## src/rtl/mul_pipe_ctrl_if.sv

```systemverilog
// Issue and writeback handshake bundle for the pipelined multiplier controller.
// The slave modport is the controller's view; master is the issue/writeback side.
interface mul_pipe_ctrl_if #(
    parameter int REG_W = 5
);
    logic             issue_valid;
    logic             issue_ready;
    logic [1:0]       issue_op;
    logic [REG_W-1:0] issue_rd;
    logic [REG_W-1:0] issue_rs1;
    logic [REG_W-1:0] issue_rs2;
    logic             wb_valid;
    logic             wb_ready;
    logic [REG_W-1:0] wb_rd;
    logic [1:0]       wb_op;

    modport slave (
        input  issue_valid, issue_op, issue_rd, issue_rs1, issue_rs2, wb_ready,
        output issue_ready, wb_valid, wb_rd, wb_op
    );

    modport master (
        output issue_valid, issue_op, issue_rd, issue_rs1, issue_rs2, wb_ready,
        input  issue_ready, wb_valid, wb_rd, wb_op
    );
endinterface

```

## src/rtl/mul_pipe_ctrl.sv

```systemverilog
// Sequencing controller for the 3-stage multiplier (E -> M -> W): tracks per-stage
// valid/rd/op, drives stage load enables, stalls on writeback back-pressure and RAW hazards.
module mul_pipe_ctrl #(
    parameter int REG_W = 5,
    parameter int CNT_W = 32
) (
    input  logic             clk,
    input  logic             rst_n,
    mul_pipe_ctrl_if.slave   bus,
    input  logic             flush,
    output logic             en_M,
    output logic             en_W,
    output logic             hazard,
    output logic [1:0]       inflight,
    output logic [CNT_W-1:0] retired_cnt
);
    logic             r_valid_m;
    logic [REG_W-1:0] r_rd_m;
    logic [1:0]       r_op_m;
    logic             r_valid_w;
    logic [REG_W-1:0] r_rd_w;
    logic [1:0]       r_op_w;
    logic [CNT_W-1:0] r_retired_cnt;

    logic w_wb_fire;
    logic w_w_free;
    logic w_m_free;
    logic w_haz_m;
    logic w_haz_w;

    // NOTE: always_comb gives every output a default first so no path can infer a latch.
    always_comb begin
        w_wb_fire       = r_valid_w & bus.wb_ready;
        w_w_free        = !r_valid_w | bus.wb_ready;
        en_W            = r_valid_m & w_w_free & !flush;
        w_m_free        = !r_valid_m | en_W;
        w_haz_m         = r_valid_m && (r_rd_m != '0) &&
                          (r_rd_m == bus.issue_rs1 || r_rd_m == bus.issue_rs2);
        w_haz_w         = r_valid_w && (r_rd_w != '0) &&
                          (r_rd_w == bus.issue_rs1 || r_rd_w == bus.issue_rs2);
        hazard          = bus.issue_valid & (w_haz_m | w_haz_w);
        // Gated by rst_n so nothing is offered while the pipeline is held in reset.
        bus.issue_ready = rst_n & w_m_free & !hazard & !flush;
        en_M            = bus.issue_valid & bus.issue_ready;
    end

    assign bus.wb_valid = r_valid_w;
    assign bus.wb_rd    = r_rd_w;
    assign bus.wb_op    = r_op_w;
    assign inflight     = {1'b0, r_valid_m} + {1'b0, r_valid_w};
    assign retired_cnt  = r_retired_cnt;

    // NOTE: sequential state uses non-blocking assignments so every register samples pre-edge values.
    always_ff @(posedge clk or negedge rst_n) begin
        if (!rst_n) begin
            r_valid_m <= 1'b0;
            r_rd_m    <= '0;
            r_op_m    <= '0;
        end else if (flush) begin
            r_valid_m <= 1'b0;
        end else if (en_M) begin
            r_valid_m <= 1'b1;
            r_rd_m    <= bus.issue_rd;
            r_op_m    <= bus.issue_op;
        end else if (en_W) begin
            r_valid_m <= 1'b0;
        end
    end

    always_ff @(posedge clk or negedge rst_n) begin
        if (!rst_n) begin
            r_valid_w <= 1'b0;
            r_rd_w    <= '0;
            r_op_w    <= '0;
        end else if (flush) begin
            r_valid_w <= 1'b0;
        end else if (en_W) begin
            r_valid_w <= 1'b1;
            r_rd_w    <= r_rd_m;
            r_op_w    <= r_op_m;
        end else if (w_wb_fire) begin
            r_valid_w <= 1'b0;
        end
    end

    // A writeback handshake in the flush cycle still completes and is counted.
    always_ff @(posedge clk or negedge rst_n) begin
        if (!rst_n)         r_retired_cnt <= '0;
        else if (w_wb_fire) r_retired_cnt <= r_retired_cnt + 1'b1;
    end
endmodule

```

## src/flat_wrapper.sv

```systemverilog
// flat-port wrapper written by rule: the top's interface ports become plain ports
module mul_pipe_ctrl_flat 
#(
    parameter int REG_W = 5,
    parameter int CNT_W = 32
)
  (clk, rst_n, flush, en_M, en_W, hazard, inflight, retired_cnt, bus_issue_valid, bus_issue_op, bus_issue_rd, bus_issue_rs1, bus_issue_rs2, bus_wb_ready, bus_issue_ready, bus_wb_valid, bus_wb_rd, bus_wb_op);
  mul_pipe_ctrl_if #(.REG_W(REG_W)) bus_i ();
  input  logic clk;
  input  logic rst_n;
  input  logic flush;
  output logic en_M;
  output logic en_W;
  output logic hazard;
  output logic [1:0] inflight;
  output logic [CNT_W-1:0] retired_cnt;
  input wire logic [$bits(bus_i.issue_valid)-1:0] bus_issue_valid;
  input wire logic [$bits(bus_i.issue_op)-1:0] bus_issue_op;
  input wire logic [$bits(bus_i.issue_rd)-1:0] bus_issue_rd;
  input wire logic [$bits(bus_i.issue_rs1)-1:0] bus_issue_rs1;
  input wire logic [$bits(bus_i.issue_rs2)-1:0] bus_issue_rs2;
  input wire logic [$bits(bus_i.wb_ready)-1:0] bus_wb_ready;
  output wire logic [$bits(bus_i.issue_ready)-1:0] bus_issue_ready;
  output wire logic [$bits(bus_i.wb_valid)-1:0] bus_wb_valid;
  output wire logic [$bits(bus_i.wb_rd)-1:0] bus_wb_rd;
  output wire logic [$bits(bus_i.wb_op)-1:0] bus_wb_op;
  assign bus_i.issue_valid = bus_issue_valid;
  assign bus_i.issue_op = bus_issue_op;
  assign bus_i.issue_rd = bus_issue_rd;
  assign bus_i.issue_rs1 = bus_issue_rs1;
  assign bus_i.issue_rs2 = bus_issue_rs2;
  assign bus_i.wb_ready = bus_wb_ready;
  assign bus_issue_ready = bus_i.issue_ready;
  assign bus_wb_valid = bus_i.wb_valid;
  assign bus_wb_rd = bus_i.wb_rd;
  assign bus_wb_op = bus_i.wb_op;
  mul_pipe_ctrl #(.REG_W(REG_W), .CNT_W(CNT_W)) u_core (.clk(clk), .rst_n(rst_n), .bus(bus_i), .flush(flush), .en_M(en_M), .en_W(en_W), .hazard(hazard), .inflight(inflight), .retired_cnt(retired_cnt));
endmodule
```

## config.mk

```make
export PLATFORM = sky130hd
export DESIGN_NAME = mul_pipe_ctrl_flat
export DESIGN_NICKNAME = d
export VERILOG_FILES = /design/src/rtl/mul_pipe_ctrl_if.sv /design/src/rtl/mul_pipe_ctrl.sv /design/src/flat_wrapper.sv
export SDC_FILE = /design/constraint.sdc
export NUM_CORES = 1
export LEC_CHECK = 0
export CAP_MARGIN = 25
export CORE_MARGIN = 1.5
export CORE_UTILIZATION = 43
export CTS_CLUSTER_DIAMETER = 200
export DETAILED_ROUTE_END_ITERATION = 6
export PLACE_DENSITY = 0.86
export SETUP_SLACK_MARGIN = 0.15
export SYNTH_ARGS = -nofsm -noshare
export SYNTH_HDL_FRONTEND = slang
export SYNTH_SLANG_ARGS = --single-unit
```

## constraint.sdc

```tcl
create_clock -name clk -period 1.94 [get_ports clk]
set_input_delay 0.388 -clock clk [delete_from_list [all_inputs] [get_ports clk]]
set_output_delay 0.388 -clock clk [all_outputs]
set_load 0.02 [all_outputs]
```

Word-level counts from Yosys, hierarchy flattened
Index checks and enable logic that the tools add are counted.
{ "totals": {"ff_bits": 48, "output_inout_bits": 46, "wordCells": 47} }
{ "op_classes": {"add_sub_neg": 2, "eq_ne": 4, "muxes": 6, "bitwise_logic": 12, "reduce_logical": 16} }
{ "ops": {"columns": ["op", "n"], "rows": [
  ["$add 32x1->32 const B", 1],
  ["$eq 5x5->1", 4],
  ["$reduce_bool 5->1", 2],
  ["$and 1x1->1", 8],
  ["$mux 1", 6],
  ["$reduce_bool 3->1", 2],
  ["$logic_and 1x1->1", 4],
  ["$logic_not 1->1", 4],
  ["$reduce_and 2->1", 2],
  ["$or 1x1->1", 3],
  ["$add 1x1->2", 1],
  ["$logic_or 1x1->1", 2],
  ["$not 1->1", 1]
]} }

Logic depth before layout (Yosys ltp)
{ "depth": {"word_depth": 11, "mapped_depth": 6} }

Worst setup path before layout
OpenSTA, ideal clock, no wires.
{ "synth_path": {"path_type": "reg-to-output", "startpoint": "reg u_core.r_rd_w[1] (netlist: u_core.bus.wb_rd[1])", "endpoint": "out bus_issue_ready", "arrival_time_ns": 1.824, "required_ns": 1.552, "slack_ns": -0.272, "path_stages_with_launch": 5, "n_path_buf": 0, "cell_sequence": "dfrtp_1 > or4_1 > o21ai_1 > o22ai_1 > a21boi_0"} }
{ "synth_between": {"elab_chain_cells": 8} }
{ "synth_lines": {"columns": ["element", "line", "rtl"], "rows": [
  ["start, declared", "mul_pipe_ctrl.sv:21", "logic [REG_W-1:0] r_rd_w;"],
  ["start signal, assigned", "mul_pipe_ctrl.sv:79", "r_rd_w <= r_rd_m;"],
  ["$eq 5x5->1 / $reduce_bool 5->1 (equally long branches)", "mul_pipe_ctrl.sv:40, mul_pipe_ctrl.sv:39", null],
  ["$logic_or 1x1->1 / $logic_and 1x1->1 (equally long branches)", "mul_pipe_ctrl.sv:40, mul_pipe_ctrl.sv:39", null],
  ["$logic_and 1x1->1 (*)", "mul_pipe_ctrl.sv:39", "w_haz_w = r_valid_w && (r_rd_w != '0) &&"],
  ["$or 1x1->1 (*)", "mul_pipe_ctrl.sv:41", "hazard = bus.issue_valid & (w_haz_m | w_haz_w);"],
  ["$and 1x1->1 (*)", "mul_pipe_ctrl.sv:41", null],
  ["$logic_not 1->1 (*)", "mul_pipe_ctrl.sv:43", "bus.issue_ready = rst_n & w_m_free & !hazard & !flush;"],
  ["$and 1x1->1 (*) (2 in a row)", "mul_pipe_ctrl.sv:43", null],
  ["end, declared", "flat_wrapper.sv:23", "output wire logic [$bits(bus_i.issue_ready)-1:0] bus_issue_ready;"]
]} }
Mark *: on every way between the ends. The rest lies on a longest branch, timed or not.

Worst setup path in the final report
{ "layout_path": {"startpoint": "reg u_core.r_rd_w[0] (netlist: u_core.bus.wb_rd[0])", "endpoint": "out en_M"} }
{ "layout_between": {"elab_chain_cells": 9} }
{ "layout_lines": {"columns": ["element", "line", "rtl"], "rows": [
  ["$eq 5x5->1 / $reduce_bool 5->1 (equally long branches)", "mul_pipe_ctrl.sv:40, mul_pipe_ctrl.sv:39", null],
  ["$logic_or 1x1->1 / $logic_and 1x1->1 (equally long branches)", "mul_pipe_ctrl.sv:40, mul_pipe_ctrl.sv:39", null],
  ["$logic_and 1x1->1 (*)", "mul_pipe_ctrl.sv:39", null],
  ["$or 1x1->1 (*)", "mul_pipe_ctrl.sv:41", null],
  ["$and 1x1->1 (*)", "mul_pipe_ctrl.sv:41", null],
  ["$logic_not 1->1 (*)", "mul_pipe_ctrl.sv:43", null],
  ["$and 1x1->1 (*) (2 in a row)", "mul_pipe_ctrl.sv:43", null],
  ["$and 1x1->1 (*)", "mul_pipe_ctrl.sv:44", "en_M = bus.issue_valid & bus.issue_ready;"],
  ["end, declared", "flat_wrapper.sv:12", "output logic en_M;"]
]} }
Marks and branches as above.

==> Implementation_results.wiki <==
{| class="wikitable"
! Metric !! Value
|-
| Clk_lat worst skew || 0.30 ns
|-
| Worst EP required || 1.55 ns
|-
| Number of standard-cell rows in the floorplan || 26
|-
| Final wirelength || 5733 um
|-
| Number of hold violations in the final report || 0
|-
| Worst-case clock skew || 0.005524 ns
|-
| Cell type with the highest occurrence count on the critical path || buf_6
|-
| Area of the mapped netlist || 0.002349 mm^2
|-
| Total core area || 0.005172 mm^2
|-
| Number of global-route vias before repair || 1965
|-
| Largest stage delay, worst path || 0.53 ns
|-
| Failing checks || setup timing
|-
| Startpoint of the most critical setup path || u_core.bus.wb_rd[0]$_DFFE_PN0P_
|-
| Cell chain of the critical path || or4_4, o21ai_4, buf_6, o221ai_4, inv_2, buf_6
|-
| Worst r2r path cells || 9
|-
| Clock transition at path regs || 0.09 ns
|-
| Antenna cell count || 0
|-
| Accumulated negative setup slack || -2.127 ns
|-
| ANT nets after route || 0
|-
| DRC marker count from the first detailed-route iteration || 61
|-
| Overall die area || 0.005914 mm^2
|-
| Transition time at the pin with the least slew margin || 0.5910 ns
|-
| FF+latch count, synth || 48
|-
| Count of vias placed by the detailed router || 1975
|-
| Dominant register cell in the synthesized netlist || dfrtp_1
|-
| Final min period || 2.270 ns
|-
| Number of violations of the max-capacitance limit || 0
|-
| Share of cells above drive strength 1 || 0.3129
|-
| Largest net degree at the start of global routing || 49
|-
| Maximum frequency from static timing analysis || 440.5 MHz
|-
| Final-report setup violation count || 10
|-
| Total nets after synthesis || 240
|-
| Maximum vdd ir drop || 0.5149 mV
|-
| Synthesis-to-finish area growth || 53.97%
|-
| Maximum fanout along the worst path || 3
|-
| Pwr Density || 739.5 mW/mm^2
|-
| Number of hold-repair buffers added at the cts stage || 0
|-
| Die extent in x || 76.90 um
|-
| Cell type group with the largest total delay on the critical path || simple AND/OR/NAND/NOR gates
|-
| Most frequent cells in the layout || clkdlybuf4s50_1 (42), nand2_1 (35), dfrtp_1 (34), buf_4 (33), xor2_1 (30)
|-
| Syn avg cell area || 10.87 um^2
|-
| Leak pwr || 1.782 nW
|-
| Critical path startpoint category || flop
|-
| Final Slew Violations || 0
|-
| Setup slack after placement || -0.7962 ns
|-
| Worst slew slack as a fraction of its limit || 0.6060
|-
| RSZ-0062 raised after global routing || true
|-
| Async SR Flop Fraction || 1.000
|-
| Per-cell routed wire length || 14.48 um
|-
| Number of antenna violations at the first check in global routing || 0
|-
| Clock buffer count from CTS || 5
|-
| Buffer type at the clock tree root || clkbuf_8
|-
| Gpl congestion || 0.8383
|-
| Number of placed I/O pins || 68
|-
| # DRC || 0
|-
| Most common library cell in the layout ignoring fill and taps || clkdlybuf4s50_1
|-
| Mapped Cells || 216
|-
| Overflow left after global routing || 0
|-
| Final nets || 349
|-
| Number of enable flip-flop cells after synthesis || 0
|-
| TritonCTS clock tree || done
|-
| Average via count per standard cell || 4.987
|-
| CTS H-tree depth || 2
|-
| Die extent in y || 76.90 um
|-
| Distinct cells, synth || 35
|-
| Sequential element share of the synthesized area || 0.5115
|-
| Number of buffers and inverters on the critical path || 3
|-
| Count of input and output buffers || 67
|-
| Result of the run || complete, but fails checks
|-
| Global-route wire length before repair || 9259 um
|-
| Yosys warning total || 0
|-
| Initial core utilization || 0.4540
|-
| Sink count of the clock tree || 48
|-
| PnR worst setup slack || -0.3301 ns
|-
| Estimated wirelength of the detail-placed design || 4205 um
|-
| Count of TritonRoute iterations in the first routing pass || 4
|-
| Crit-path slowest cell || or4_4
|-
| Hold crit path type || input pin to asynchronous set/reset pin
|-
| R2R Path Start || u_core.bus.wb_rd[0]$_DFFE_PN0P_
|-
| Buffers from clock root to sink, at most || 2
|-
| Worst setup path category || flop to output pin
|-
| Final clock period utilization by the worst path || 1.170
|-
| Data arrival time of the critical path || 1.88 ns
|-
| All-Layer GR Usage || 0.1994
|-
| Number of gates on the worst path with buffers counted || 6
|-
| Capturing element type of the critical path || output pin
|}
cell usage after synthesis (2+ instances only):
master	instances	area, um^2
and2_1	2	12.51
xor2_1	30	262.8
nand3_1	8	40.04
nand2_1	35	131.4
and3_1	5	31.28
a22oi_1	2	15.01
o21ai_1	2	10.01
nand4_1	8	50.05
or4_1	2	15.01
nor3_1	6	30.03
ha_1	2	25.02
inv_1	2	7.510
dfrtp_1	48	1201
mux2_2	8	90.09
xnor2_1	20	175.2
nor2_1	13	48.80
and4_1	5	43.79
repair_timing:
| item | in CTS | in global routing |
|---|---|---|
| pin swaps | 9 | 3 |
| setup endpoints to repair | 27 | 24 |
| setup buffers | 4 | 1 |
| hold endpoints to repair | 0 | 0 |
| gates resized for setup | 55 | 22 |
final cells by class:
| class | instances | area (um^2) |
|---|---|---|
| Fill cell | 394 | 1556 |
| Inverter | 3 | 16.27 |
| Clock buffer | 5 | 68.82 |
| Sequential cell | 48 | 1219 |
| Timing Repair Buffer | 105 | 968.4 |
| Multi-Input combinational cell | 162 | 1214 |
| Clock inverter | 3 | 42.54 |
| Tap cell | 70 | 87.58 |
path summary, 6_finish.rpt:
| check | to | slack, ns |
|---|---|---|
| max in group asynchronous | u_core.retired_cnt[8]$_DFFE_PN0P_ | 1.32 |
| min in group clk | u_core.bus.wb_op[1]$_DFFE_PN0P_ | 0.47 |
| min | u_core.bus.wb_op[0]$_DFFE_PN0P_ | 0.19 |
| min reg2reg | u_core.bus.wb_op[1]$_DFFE_PN0P_ | 0.47 |
| max reg2reg | u_core.r_op_m[0]$_DFFE_PN0P_ | -0.19 |
| max | en_M | -0.33 |
metal layers:
metal / up-vias / track usage / part of all wire
met5: - / 0 / 0
met4: 0 / 0.08148 / 0.020
met3: 10 / 0.03333 / 0.032
met2: 45 / 0.3363 / 0.50
met1: 969 / 0.2534 / 0.45
li1: 951 / - / -
where the power goes:
| group | switching (mW) | leakage [nW] | internal [mW] | total [mW] |
|---|---|---|---|---|
| logic | 0.356 | 1.11 | 0.390 | 0.746 |
| clock network | 0.335 | 0.0541 | 0.382 | 0.717 |
| registers | 0.106 | 0.617 | 1.11 | 1.21 |
worst register-to-register path: cells and delay by family (launching register included):
family | cells | cell delay [ns]
flops | 1 | 0.44
xor+xnor | 1 | 0.13
compound gates | 2 | 0.33
buf+inv | 4 | 0.56
simple gates | 1 | 0.21
mux | 1 | 0.34
kinds of logic (layout without fill, tap and decap cells):
family / Yosys count / in the layout / share of synthesized area
flip-flops: 48 / 48 / 0.5115
multiplexers: 8 / 8 / 0.03836
XOR/XNOR: 51 / 51 / 0.1934
AO/OA/AOI/OAI: 8 / 8 / 0.02504
adder cells (fa/ha/maj): 2 / 2 / 0.01065
buffers and inverters: 6 / 116 / 0.01438
AND/OR/NAND/NOR: 93 / 93 / 0.2067
flip-flops by register name, indices dropped and copies added (netlist names):
| name | flops |
|---|---|
| u_core.bus.wb_op | 2 |
| u_core.bus.wb_rd | 5 |
| u_core.bus.wb_valid | 1 |
| u_core.r_op_m | 2 |
| u_core.r_rd_m | 5 |
| u_core.r_valid_m | 1 |
| u_core.retired_cnt | 32 |
stage by stage:
step	cells	power (mW)	utilization	area [um^2]	hold WS [ns]
2_1_floorplan	216	1.523	-	2375	0.09241
3_3_place_gp	383	1.890	0.6483	3353	0.4416
3_5_place_dp	383	1.914	0.6483	3353	0.4603
4_1_cts	395	2.664	0.6860	3548	0.2145
5_1_grt	396	2.802	0.6991	3616	0.2435
6_report	396	2.674	0.6991	3616	0.1911
(Power assumes the default switching activity.)
